==> src/rtl/spi_dac_sample_feeder_pkg.sv <==
// ---------------------------------------------------------------------------
// spi_dac_sample_feeder_pkg
// Shared definitions for the DAC sample feeder. This package provides:
//   - feeder_state_t     : launch FSM state encoding (IDLE, LAUNCH,
//                          WAIT_CS_HIGH, GUARD)
//   - MID_SCALE          : offset-binary mid-scale code, which is the idle
//                          value of the DAC byte
//   - to_offset_binary() : converts a signed two's-complement sample to an
//                          offset-binary DAC code
// ---------------------------------------------------------------------------
package spi_dac_sample_feeder_pkg;

  typedef enum logic [1:0] {
    IDLE         = 2'd0,
    LAUNCH       = 2'd1,
    WAIT_CS_HIGH = 2'd2,
    GUARD        = 2'd3
  } feeder_state_t;

  localparam logic [7:0] MID_SCALE = 8'h80;

  // Flipping the sign bit maps -128..127 onto 0x00..0xFF.
  function automatic logic [7:0] to_offset_binary(input logic [7:0] sample);
    return {~sample[7], sample[6:0]};
  endfunction

endpackage

==> src/rtl/spi_dac_sample_feeder_sync_fifo_2x8.sv <==
// ---------------------------------------------------------------------------
// sync_fifo_2x8
// Two-entry, 8-bit synchronous FIFO. The head entry is shown ahead, so dout
// is valid whenever the FIFO is not empty.
// Ports:
//   clk_i  : clock
//   rst_i  : synchronous active-low reset, which empties the FIFO
//   push   : write din this cycle. The write is ignored when the FIFO is
//            full, unless pop is also active.
//   pop    : drop the head entry this cycle. The pop is ignored when the
//            FIFO is empty.
//   din    : write data
//   dout   : head entry
//   full   : the FIFO holds 2 entries
//   empty  : the FIFO holds 0 entries
//   count  : number of entries held (0..2)
// ---------------------------------------------------------------------------
module sync_fifo_2x8 (
  input  logic       clk_i,
  input  logic       rst_i,
  input  logic       push,
  input  logic       pop,
  input  logic [7:0] din,
  output logic [7:0] dout,
  output logic       full,
  output logic       empty,
  output logic [1:0] count
);

  logic [7:0] mem_reg [2];
  logic       wr_ptr_reg;
  logic       rd_ptr_reg;
  logic [1:0] count_reg;
  logic       do_push;
  logic       do_pop;

  assign do_pop  = pop && (count_reg != 2'd0);
  // When the FIFO is full, a write is still accepted if the head leaves in
  // the same cycle. When full, wr_ptr equals rd_ptr. The slot being
  // overwritten is the one that dout presents during this cycle.
  assign do_push = push && ((count_reg != 2'd2) || do_pop);

  genvar gi;
  for (gi = 0; gi < 2; gi++) begin : g_entry
    always_ff @(posedge clk_i) begin
      if (!rst_i) begin
        mem_reg[gi] <= '0;
      end else if (do_push && (wr_ptr_reg == 1'(gi))) begin
        mem_reg[gi] <= din;
      end
    end
  end

  always_ff @(posedge clk_i) begin
    if (!rst_i) begin
      wr_ptr_reg <= 1'b0;
      rd_ptr_reg <= 1'b0;
      count_reg  <= 2'd0;
    end else begin
      if (do_push) wr_ptr_reg <= ~wr_ptr_reg;
      if (do_pop)  rd_ptr_reg <= ~rd_ptr_reg;
      case ({do_push, do_pop})
        2'b10:   count_reg <= count_reg + 2'd1;
        2'b01:   count_reg <= count_reg - 2'd1;
        default: count_reg <= count_reg;
      endcase
    end
  end

  assign dout  = mem_reg[rd_ptr_reg];
  assign full  = (count_reg == 2'd2);
  assign empty = (count_reg == 2'd0);
  assign count = count_reg;

endmodule

==> src/rtl/spi_dac_sample_feeder.sv <==
// ---------------------------------------------------------------------------
// spi_dac_sample_feeder
// Accepts signed wave samples and converts them to offset binary. Each
// converted byte is queued in a 2-entry FIFO. The block then launches one
// SPI byte per sample toward an SPI master. It paces the launches by
// watching the master's CS line, which is fed back to this block. No launch
// strobe is issued while the master is busy. Each launch is followed by
// GUARD_CLKS idle clocks.
// Ports:
//   clk_i                 : system clock
//   rst_i                 : synchronous active-low reset
//   sample_i              : signed two's-complement sample
//   sample_valid_strobe_i : one-cycle strobe that qualifies sample_i
//   spi_cs_i              : CS line of the SPI master (high = idle)
//   data_o                : offset-binary byte to the master. It is held
//                           between launches.
//   data_valid_strobe_o   : one-cycle launch strobe to the master
//   overflow_o            : sticky flag that means a sample was dropped
//                           because the FIFO was full
//   busy_o                : high while data is queued or a launch is in
//                           progress
// ---------------------------------------------------------------------------
module spi_dac_sample_feeder
  import spi_dac_sample_feeder_pkg::*;
#(
  parameter int BITWIDTH       = 8,  // fixed at 8: one SPI byte per sample
  parameter int GUARD_CLKS     = 3,
  parameter int CS_LOW_TIMEOUT = 4
) (
  input  logic                clk_i,
  input  logic                rst_i,
  input  logic [BITWIDTH-1:0] sample_i,
  input  logic                sample_valid_strobe_i,
  input  logic                spi_cs_i,
  output logic [BITWIDTH-1:0] data_o,
  output logic                data_valid_strobe_o,
  output logic                overflow_o,
  output logic                busy_o
);

  localparam int TW = $clog2(CS_LOW_TIMEOUT + 1);
  localparam int GW = $clog2(GUARD_CLKS + 1);
  localparam logic [TW-1:0] TIMEOUT_LAST = TW'(CS_LOW_TIMEOUT - 1);
  localparam logic [GW-1:0] GUARD_LOAD   = GW'(GUARD_CLKS);
  localparam logic [GW-1:0] GUARD_ONE    = GW'(1);

  feeder_state_t state_reg;
  logic [7:0]    data_reg;
  logic          strobe_reg;
  logic          overflow_reg;
  logic          retry_reg;
  logic [TW-1:0] timeout_cnt_reg;
  logic [GW-1:0] guard_cnt_reg;

  logic [7:0]    fifo_head;
  logic          fifo_full;
  logic          fifo_empty;
  logic [1:0]    fifo_count;
  logic          launch_new;
  logic          drop_sample;

  // A fresh byte is launched only from IDLE, only with the master idle, and
  // only when no earlier launch is waiting to be retried.
  assign launch_new  = (state_reg == IDLE) && !retry_reg && spi_cs_i && !fifo_empty;
  assign drop_sample = sample_valid_strobe_i && fifo_full && !launch_new;

  sync_fifo_2x8 u_fifo (
    .clk_i (clk_i),
    .rst_i (rst_i),
    .push  (sample_valid_strobe_i),
    .pop   (launch_new),
    .din   (to_offset_binary(sample_i)),
    .dout  (fifo_head),
    .full  (fifo_full),
    .empty (fifo_empty),
    .count (fifo_count)
  );

  always_ff @(posedge clk_i) begin
    if (!rst_i) begin
      state_reg       <= IDLE;
      data_reg        <= MID_SCALE;
      strobe_reg      <= 1'b0;
      overflow_reg    <= 1'b0;
      retry_reg       <= 1'b0;
      timeout_cnt_reg <= '0;
      guard_cnt_reg   <= '0;
    end else begin
      strobe_reg <= 1'b0;
      if (drop_sample) overflow_reg <= 1'b1;

      case (state_reg)
        IDLE: begin
          if (retry_reg && spi_cs_i) begin
            // The previous launch was never acknowledged. Resend the byte
            // that data_reg still holds. No new FIFO entry is consumed.
            strobe_reg      <= 1'b1;
            retry_reg       <= 1'b0;
            timeout_cnt_reg <= '0;
            state_reg       <= LAUNCH;
          end else if (launch_new) begin
            data_reg        <= fifo_head;
            strobe_reg      <= 1'b1;
            timeout_cnt_reg <= '0;
            state_reg       <= LAUNCH;
          end
        end

        LAUNCH: begin
          if (!spi_cs_i) begin
            timeout_cnt_reg <= '0;
            state_reg       <= WAIT_CS_HIGH;
          end else if (timeout_cnt_reg == TIMEOUT_LAST) begin
            // The master did not take the byte. The retry flag is set once
            // for each expiry, and the byte stays in data_reg.
            timeout_cnt_reg <= '0;
            retry_reg       <= 1'b1;
            state_reg       <= IDLE;
          end else begin
            timeout_cnt_reg <= timeout_cnt_reg + 1'b1;
          end
        end

        WAIT_CS_HIGH: begin
          if (spi_cs_i) begin
            guard_cnt_reg <= GUARD_LOAD;
            state_reg     <= GUARD;
          end
        end

        GUARD: begin
          // The FSM stays here GUARD_CLKS cycles and then returns to IDLE.
          if (guard_cnt_reg <= GUARD_ONE) begin
            guard_cnt_reg <= '0;
            state_reg     <= IDLE;
          end else begin
            guard_cnt_reg <= guard_cnt_reg - 1'b1;
          end
        end

        default: begin
          strobe_reg <= 1'b0;
          state_reg  <= IDLE;
        end
      endcase
    end
  end

  assign data_o              = data_reg;
  assign data_valid_strobe_o = strobe_reg;
  assign overflow_o          = overflow_reg;
  assign busy_o              = (fifo_count != 2'd0) || (state_reg != IDLE) || retry_reg;

endmodule

==> config.mk <==
export PLATFORM = sky130hd
export DESIGN_NAME = spi_dac_sample_feeder
export DESIGN_NICKNAME = d
export VERILOG_FILES = /design/src/rtl/spi_dac_sample_feeder_pkg.sv /design/src/rtl/spi_dac_sample_feeder_sync_fifo_2x8.sv /design/src/rtl/spi_dac_sample_feeder.sv
export SDC_FILE = /design/constraint.sdc
export NUM_CORES = 1
export LEC_CHECK = 0
export ABC_CLOCK_PERIOD_IN_PS = 5370
export BUFFER_PORTS_ARGS = -buffer_cell sky130_fd_sc_hd__buf_2
export CAP_MARGIN = 10
export CELL_PAD_IN_SITES_DETAIL_PLACEMENT = 0
export CELL_PAD_IN_SITES_GLOBAL_PLACEMENT = 2
export CORE_MARGIN = 2
export CORE_UTILIZATION = 38
export CTS_BUF_LIST = sky130_fd_sc_hd__clkbuf_16
export DETAILED_ROUTE_END_ITERATION = 8
export PLACE_DENSITY = 0.9
export SLEW_MARGIN = 40
export SYNTH_ARGS = -nofsm -noshare
export SYNTH_HDL_FRONTEND = slang
export SYNTH_SLANG_ARGS = --single-unit
==> constraint.sdc <==
create_clock -name clk_i -period 5.37 [get_ports clk_i]
set_input_delay 0.8055 -clock clk_i [delete_from_list [all_inputs] [get_ports clk_i]]
set_output_delay 0.8055 -clock clk_i [all_outputs]
set_load 0.05 [all_outputs]
==> results.py, run 1 <==
metrics = {
    "sta": {
        "rsz0062_at_grt": "false",
        "max_slew_margin_pct": 62.7,
        "setup-violations-final": 0,
        "clock.fmax_ghz": 0.397,
        "setup-tns-final_ps": 0,
        "fin_ws_ps": 2850,
        "hold_violations": 0,
        "finalCritPeriodShare_pct": 46.9,
        "drv_slew": 0,
        "period_needed_ps": 2520,
        "fin_skew_ps": 6.95,
        "tightestPinTransition_ps": 557,
    },
    "clock_tree": {
        "cts_resized": 0,
        "cts.path.max_buffers": 2,
        "cts_root_buf": "clkbuf_16",
        "clk_latency_ps": 280,
        "post-cts-setup-buffers": 0,
        "cts_made_buffers": 5,
        "cts_max_level": 2,
        "path_clk_slew_ps": 60,
        "cts_tree": "done",
        "postCtsHoldBufs": 0,
        "cts_sinks": 38,
    },
    "worst_setup_path": {
        "path_max_fanout": 12,
        "crit_path_max_incr_delay_ps": 430,
        "critPathArrivalTime_ps": 1710,
        "reg2reg_to": "u_fifo.mem_reg[1][4]",
        "critical_path.cell_chain": "or2_2, or4_1, buf_2",
        "worstSetupPathType": "flip-flop to output pin",
        "critPathTopFamily": "simple AND/OR/NAND/NOR gates",
        "critical_path_required_ps": 4560,
        "reg2reg_slack_ps": 3390,
        "cp-start-kind": "flip-flop",
        "critPathBufInv": 1,
        "end_kind": "output pin",
        "reg2regPathDepth": 4,
        "crit_slowest_cell": "or2_2",
    },
    "routing": {
        "drtPass1Iterations": 4,
        "antenna_left": 0,
        "drc": 0,
        "dr.first_iter.drc_count": 50,
        "wl_um": 3580,
        "avgViaCountPerCell": 5.50,
        "wl_per_cell_um": 15.0,
        "vias": 1314,
    },
    "power_and_ir_drop": {
        "finalPower_mw": 0.841,
        "leakage_nw": 0.793,
        "powerDensity_nw_per_um2": 420,
        "vdd_drop_max_v": 0.000184,
    },
    "placement": {
        "place_inst": 231,
        "placed_area_um2": 1810,
        "dp_slack_ps": 2900,
        "place_hpwl_um": 2580,
        "numPortBuffers": 22,
        "gp_congestion": 0.807,
    },
    "hold_path": {
        "hp-start": "overflow_o",
        "min_path_type": "flip-flop to flip-flop",
        "hold_end": "overflow_o",
        "worst_hold_path.num_cells": 2,
    },
    "final_layout": {
        "multi_input_area_um2": 692,
        "fin_nets": 199,
        "antenna_cells": 0,
        "final_cells": 239,
        "layout_common_cells": "22 x dfxtp_1, 22 x buf_2, 20 x nor2_1",
        "drive_above_1_share_pct": 18.7,
        "fill_cells": 397,
        "seq_area_um2": 921,
        "fin_area_um2": 2000,
        "areaGrowthSynthToFinish_pct": 18.9,
        "largest_reg_flops": 16,
    },
    "yosys": {
        "seq_area_frac_synth_pct": 54.6,
        "async_reset_ff_share_pct": 0,
        "synth_fp_nets": 181,
        "syn-cell-area_um2": 1690,
        "yosys_warnings": 0,
        "synth.avg_cell_area_um2": 10.0,
        "synth_cells": 168,
        "netlist-cell-type-count": 42,
        "synth_ff_type": "dfxtp_1",
        "synth-seq-cells": 38,
        "synth_edf_count": 16,
    },
    "global_routing": {
        "grtUsageTotal_pct": 15.4,
        "antenna_found_initial": 0,
        "overflow": 0,
        "grt_pass1_wl_um": 5880,
        "grt_pass1_vias": 1331,
        "grt_start_max_net_pins": 27,
    },
    "die": {
        "fp.dieW_um": 70.6,
        "fp-row-count": 24,
        "die_area_um2": 4980,
        "start_util_pct": 39.0,
        "dieHeight_um": 70.6,
        "ios": 23,
        "core_um2": 4320,
    },
    "outcome": {
        "outcome": "complete, no violations",
    },
    "run": {
        "maxCapViolations": 0,
    },
}
-- kinds of logic (layout without fill, tap and decap cells) --
group,after synthesis,after routing,synth area share [%]
and+or+nand+nor,64,64,19.5
adders and majority gates,1,1,0.742
DFF,38,38,54.6
muxes,7,7,4.16
AOI/OAI and AO/OA,41,41,16.7
buffers and inverters,17,36,4.31
-- worst register-to-register path, cell delays in order (launching register included) --
cell and delay, ps:
dfxtp_1 550, nor4b_2 90, buf_4 200, o211ai_1 500, nand2_1 330
-- routing by layer --
metal,share of wire (%),GRT usage (%),vias up
li1,-,-,651
met5,0,0,-
met1,39,14.7,621
met4,2.0,8.18,0
met3,4.3,4.13,6
met2,54,29.8,36
-- synthesized netlist by cell type, types with 4 or more instances --
cell / count / share of area (%)
a211oi_1: 6 / 2.7
nand3_1: 5 / 1.5
nand2b_1: 5 / 1.9
nand2_1: 16 / 3.6
a21oi_1: 12 / 3.6
inv_1: 5 / 1.1
nor2_1: 20 / 4.5
mux2i_1: 7 / 4.2
clkbuf_1: 9 / 2.0
o21ai_0: 4 / 1.2
edfxtp_1: 16 / 29
dfxtp_1: 22 / 26
-- area by class of cell --
class,count,area share [%]
clock inverters,3,3.19
flip-flops and latches,38,46.0
repair buffers,23,5.87
clock buffers,5,6.25
well taps,52,3.25
multi-input cells,113,34.5
inverters,5,0.937
-- power by group --
group	internal (mW)	switching, mW
sequential	0.328	0.0201
combinational	0.0401	0.0801
clock	0.264	0.108
total	0.633	0.209
-- worst max-delay path by stage --
| stage | start | end | slack [ps] | cells after the start |
|---|---|---|---|---|
| after CTS | u_fifo.count[0] | busy_o | 2840 | 3 |
| after global placement | spi_cs_i | u_fifo.mem_reg[1][7] | 2960 | 5 |
| after global routing | u_fifo.count[0] | busy_o | 2800 | 3 |
| after floorplan | u_fifo.count[0] | busy_o | 3260 | 2 |
| after detailed placement | spi_cs_i | u_fifo.mem_reg[1][6] | 2900 | 5 |
| final | u_fifo.count[0] | busy_o | 2850 | 3 |
-- per-stage QoR --
stage / utilization, % / hold slack [ps]
global route: 46.3 / 481
finish: 46.3 / 458
CTS: 46.3 / 463
detailed placement: 42.0 / 454
floorplan: - / 432
global placement: 42.0 / 445
Note: power is estimated with default switching activity, not from simulation.
==> inputs of run 2 (changes only) <==
--- a/config.mk
+++ b/config.mk
@@ -5,16 +5,16 @@
 export SDC_FILE = /design/constraint.sdc
 export NUM_CORES = 1
 export LEC_CHECK = 0
-export ABC_CLOCK_PERIOD_IN_PS = 5370
+export ABC_CLOCK_PERIOD_IN_PS = 2350
 export BUFFER_PORTS_ARGS = -buffer_cell sky130_fd_sc_hd__buf_2
 export CAP_MARGIN = 10
 export CELL_PAD_IN_SITES_DETAIL_PLACEMENT = 0
 export CELL_PAD_IN_SITES_GLOBAL_PLACEMENT = 2
 export CORE_MARGIN = 2
-export CORE_UTILIZATION = 38
+export CORE_UTILIZATION = 35
 export CTS_BUF_LIST = sky130_fd_sc_hd__clkbuf_16
 export DETAILED_ROUTE_END_ITERATION = 8
-export PLACE_DENSITY = 0.9
+export PLACE_DENSITY = 0.85
 export SLEW_MARGIN = 40
 export SYNTH_ARGS = -nofsm -noshare
 export SYNTH_HDL_FRONTEND = slang
==> constraint.sdc (replaced) <==
create_clock -name clk_i -period 2.35 [get_ports clk_i]
set_input_delay 0.3525 -clock clk_i [delete_from_list [all_inputs] [get_ports clk_i]]
set_output_delay 0.3525 -clock clk_i [all_outputs]
set_load 0.05 [all_outputs]
==> run 2 against run 1 <==
Core utilization down 4.3 points; largest cell class unchanged; register-to-register slack worse by 2900 ps; cell count up 1.7%; largest power group is now registers; critical endpoint unchanged; routed wire length down 2.4%; worst hold slack worse by 60 ps; clock-buffer cell count unchanged; power up 100%; clock power up 72%; global-route usage down 0.85 points; critical path depth unchanged.
==> results.py, run 2 (synthesis results as in run 1) <==
metrics = {
    "sta": {
        "finalCritPeriodShare_pct": 88.9,
        "setup-tns-final_ps": 0,
        "max_slew_margin_pct": 63.7,
        "tightestPinTransition_ps": 542,
        "fin_skew_ps": 4.75,
        "period_needed_ps": 2090,
        "drv_slew": 0,
        "setup-violations-final": 0,
        "hold_violations": 0,
        "rsz0062_at_grt": "false",
        "clock.fmax_ghz": 0.479,
    },
    "routing": {
        "wl_met2_um": 1810,
        "drc": 0,
        "wl_um": 3490,
        "antenna_left": 0,
        "drtPass1Iterations": 4,
        "avgViaCountPerCell": 5.28,
        "dr.first_iter.drc_count": 37,
        "vias": 1282,
        "wl_met3_um": 102,
        "met1_length_um": 1530,
        "wl_per_cell_um": 14.4,
        "topRoutingLayerUsed": "met4",
    },
    "die": {
        "start_util_pct": 35.9,
        "core_um2": 4690,
        "die_area_um2": 5390,
        "ios": 23,
        "fp.dieW_um": 73.4,
        "dieHeight_um": 73.4,
        "fp-row-count": 25,
    },
    "final_layout": {
        "layout_common_cells": "22 x dfxtp_1, 22 x buf_2, 20 x nor2_1",
        "areaGrowthSynthToFinish_pct": 17.1,
        "fin_area_um2": 1970,
        "fill_cells": 462,
        "drive_above_1_share_pct": 19.6,
        "fin_nets": 201,
        "multi_input_area_um2": 692,
        "post-route-util_pct": 42.1,
        "seq_area_um2": 921,
        "antenna_cells": 0,
        "largest_reg_flops": 16,
    },
    "power_and_ir_drop": {
        "power_frac_comb_pct": 16.4,
        "p_switching_mw": 0.484,
        "power_frac_clock_pct": 37.3,
        "finalPower_mw": 1.72,
        "intPower_mw": 1.23,
        "leakage_nw": 0.778,
        "powerDensity_nw_per_um2": 870,
        "switching_share_pct": 28.2,
        "vdd_drop_max_v": 0.000292,
        "p_seq_share_pct": 46.2,
    },
    "clock_tree": {
        "cts.path.max_buffers": 2,
        "postCtsHoldBufs": 0,
        "path_clk_slew_ps": 60,
        "cts_root_buf": "clkbuf_16",
        "cts_sinks": 38,
        "cts_tree": "done",
        "clk_latency_ps": 280,
        "cts_resized": 0,
        "cts_max_level": 2,
        "cts_made_buffers": 5,
        "post-cts-setup-buffers": 0,
    },
    "global_routing": {
        "grtUsageTotal_pct": 14.6,
        "overflow": 0,
        "antenna_found_initial": 0,
        "grt_start_max_net_pins": 15,
        "grt_pass1_vias": 1255,
        "grt_pass1_wl_um": 5870,
    },
    "worst_setup_path": {
        "reg2regPathDepth": 3,
        "path_max_fanout": 12,
        "cp-start-kind": "flip-flop",
        "critical_path_required_ps": 2000,
        "critPathArrivalTime_ps": 1740,
        "end_kind": "output pin",
        "worstSetupPathType": "flip-flop to output pin",
    },
    "placement": {
        "numPortBuffers": 22,
        "gp_congestion": 0.851,
        "place_hpwl_um": 2510,
        "placed_area_um2": 1830,
    },
    "run": {
        "maxCapViolations": 0,
    },
    "outcome": {
        "outcome": "complete, no violations",
    },
    "hold_path": {
        "worst_hold_path.num_cells": 3,
        "min_path_type": "primary input to flip-flop",
    },
}
run 2: cell count changes in the layout (fill, tap and decap cells not counted), sizes merged:
cell and delta:
buf +2, bufinv -2, clkinv +1, clkinvlp +1
run 2: worst max-delay path, cell delays in order (launching register included):
cell and delay (ps):
dfxtp_1 370, or2_2 440, or4_1 420, buf_2 220
run 2: layout make-up:
cell class                      count  share of cell area, %
Clock buffer                        5                   6.34
Clock inverter                      3                  0.824
Inverter                            5                  0.951
Multi-Input combinational cell    113                   35.1
Sequential cell                    38                   46.7
Tap cell                           54                   3.42
Timing Repair Buffer               25                   6.72
run 2: power by group through the flow:
stage                     logic, mW  registers (mW)  clock network [mW]
after floorplan               0.183           0.836                   0
after global placement        0.278           0.805                   0
after detailed placement      0.284           0.807                   0
after CTS                     0.285           0.793               0.652
after global routing          0.311           0.802               0.688
final                         0.282           0.793               0.641
run 2: metal layers:
layer	track usage [%]	up-vias
li1	-	656
met1	17.9	607
met2	23.4	17
met3	3.70	2
met4	7.68	0
met5	0	-
run 2: per-stage QoR:
step,hold WS [ps],std cells,worst slack (ps)
finish,399,243,261
global route,419,243,205
CTS,397,243,255
detailed placement,449,235,424
global placement,443,235,438
floorplan,432,168,638
run 2: final timing paths:
check	startpoint	endpoint	slack (ps)
hold reg to reg	overflow_o	overflow_o	460
hold / removal	sample_i[1]	u_fifo.mem_reg[0][1]	400
setup / recovery	u_fifo.count[0]	busy_o	260
setup reg to reg	state_reg[0]	data_o[7]	450
==> inputs of run 3 (changes only) <==
==> constraint.sdc (replaced) <==
create_clock -name clk_i -period 2.35 [get_ports clk_i]
set_input_delay 0.3525 -clock clk_i [delete_from_list [all_inputs] [get_ports clk_i]]
set_output_delay 0.3525 -clock clk_i [all_outputs]
set_load 0.005 [all_outputs]
==> run 3 against run 2 <==
Sequential power hardly changed; clock-buffer cell count unchanged; core utilization is the same; worst setup slack better by 94 ps; fmax rose by 4.7%; routed wire length decreased by 1.8%; power fell by 4.0%; global-route usage decreased by 0.37 points; combinational power decreased by 23%; highest routed layer unchanged; critical path depth is the same.
==> results.py, run 3 (synthesis results as in run 1) <==
metrics = {
    "final_layout": {
        "final_cells": 243,
        "fin_nets": 201,
        "antenna_cells": 0,
        "drive_above_1_share_pct": 19.6,
        "fill_cells": 447,
        "layout_common_cells": "22 x dfxtp_1, 22 x buf_2, 20 x nor2_1",
        "areaGrowthSynthToFinish_pct": 17.1,
        "largest_reg_flops": 16,
    },
    "sta": {
        "fin_hold_ws_ps": 399,
        "clock.fmax_ghz": 0.501,
        "hold_violations": 0,
        "fin_skew_ps": 2.16,
        "finalCritPeriodShare_pct": 84.9,
        "drv_slew": 0,
        "period_needed_ps": 2000,
        "setup-tns-final_ps": 0,
        "setup-violations-final": 0,
        "max_slew_margin_pct": 63.9,
        "tightestPinTransition_ps": 538,
        "rsz0062_at_grt": "false",
    },
    "global_routing": {
        "grtUsageTotal_pct": 14.2,
        "grt_pass1_vias": 1318,
        "antenna_found_initial": 0,
        "grt_pass1_wl_um": 5820,
        "grt_start_max_net_pins": 15,
        "overflow": 0,
    },
    "worst_setup_path": {
        "worstSetupPathType": "flip-flop to output pin",
        "cp-start-kind": "flip-flop",
        "critical_path_required_ps": 2000,
        "path_max_fanout": 12,
        "critPathArrivalTime_ps": 1640,
        "end_kind": "output pin",
    },
    "placement": {
        "numPortBuffers": 22,
        "place_hpwl_um": 2550,
        "place_inst": 235,
        "gp_congestion": 0.841,
    },
    "outcome": {
        "outcome": "complete, no violations",
    },
    "power_and_ir_drop": {
        "p_seq_share_pct": 48.2,
        "switching_share_pct": 25.3,
        "power_frac_comb_pct": 13.1,
        "intPower_mw": 1.23,
        "vdd_drop_max_v": 0.000270,
        "power_frac_clock_pct": 38.6,
        "leakage_nw": 0.778,
        "powerDensity_nw_per_um2": 835,
        "p_switching_mw": 0.416,
    },
    "die": {
        "core_um2": 4690,
        "fp-row-count": 25,
        "fp.dieW_um": 73.4,
        "start_util_pct": 35.9,
        "die_area_um2": 5390,
        "ios": 23,
        "dieHeight_um": 73.4,
    },
    "clock_tree": {
        "cts_max_level": 2,
        "cts_made_buffers": 5,
        "clk_latency_ps": 280,
        "post-cts-setup-buffers": 0,
        "cts_resized": 0,
        "postCtsHoldBufs": 0,
        "cts_root_buf": "clkbuf_16",
        "path_clk_slew_ps": 60,
        "cts_tree": "done",
        "cts.path.max_buffers": 2,
        "cts_sinks": 38,
    },
    "routing": {
        "vias": 1314,
        "avgViaCountPerCell": 5.41,
        "drtPass1Iterations": 4,
        "dr.first_iter.drc_count": 40,
        "drc": 0,
        "antenna_left": 0,
        "wl_per_cell_um": 14.1,
        "wl_um": 3430,
    },
    "hold_path": {
        "min_path_type": "primary input to flip-flop",
    },
    "run": {
        "maxCapViolations": 0,
    },
}
-- run 3: cell counts in the layout (fill, tap and decap cells not counted) --
Identical to the previous run, type by type.
-- run 3: power by group through the flow --
stage	logic (mW)	clock network (mW)	registers (mW)
floorplan	0.168	0	0.788
global placement	0.215	0	0.805
detailed placement	0.220	0	0.808
CTS	0.220	0.647	0.794
global route	0.248	0.677	0.802
finish	0.216	0.636	0.794
-- run 3: critical path, cell delays in order, from the launching register on --
cell and delay, ps:
dfxtp_1 370, or2_2 440, or4_1 420, buf_2 140
-- run 3: worst paths after layout --
check                                     start           end  slack, ps  cells after the start
worst max-delay path            u_fifo.count[0]        busy_o        350                      3
worst min-delay path                   spi_cs_i  state_reg[0]        400                      3
worst max register to register     state_reg[0]     data_o[7]        500                      3
worst min register to register       overflow_o    overflow_o        460                      2
-- run 3: area by class of cell --
type / instances / area [um2] / area share, %
clock buffer: 5 / 125 / 6.34
clock inverter: 3 / 16.3 / 0.824
inverter: 5 / 18.8 / 0.951
multi-input combinational: 113 / 692 / 35.1
sequential: 38 / 921 / 46.7
tap: 54 / 67.6 / 3.42
timing repair buffer: 25 / 133 / 6.72
-- run 3: through the flow --
| stage | util, % | area, um2 | setup WS, ps | total power [mW] |
|---|---|---|---|---|
| floorplan | - | 1690 | 638 | 0.956 |
| global placement | 39.0 | 1830 | 433 | 1.02 |
| detailed placement | 39.0 | 1830 | 425 | 1.03 |
| CTS | 42.1 | 1970 | 337 | 1.66 |
| global route | 42.1 | 1970 | 277 | 1.73 |
| finish | 42.1 | 1970 | 355 | 1.65 |
-- run 3: layer usage --
metal | up-vias | GRT usage, % | routed length [um]
li1 | 656 | - | -
met1 | 625 | 16.3 | 1500
met2 | 25 | 24.2 | 1770
met3 | 8 | 4.12 | 87
met4 | 0 | 6.67 | 65
met5 | - | 0 | 0
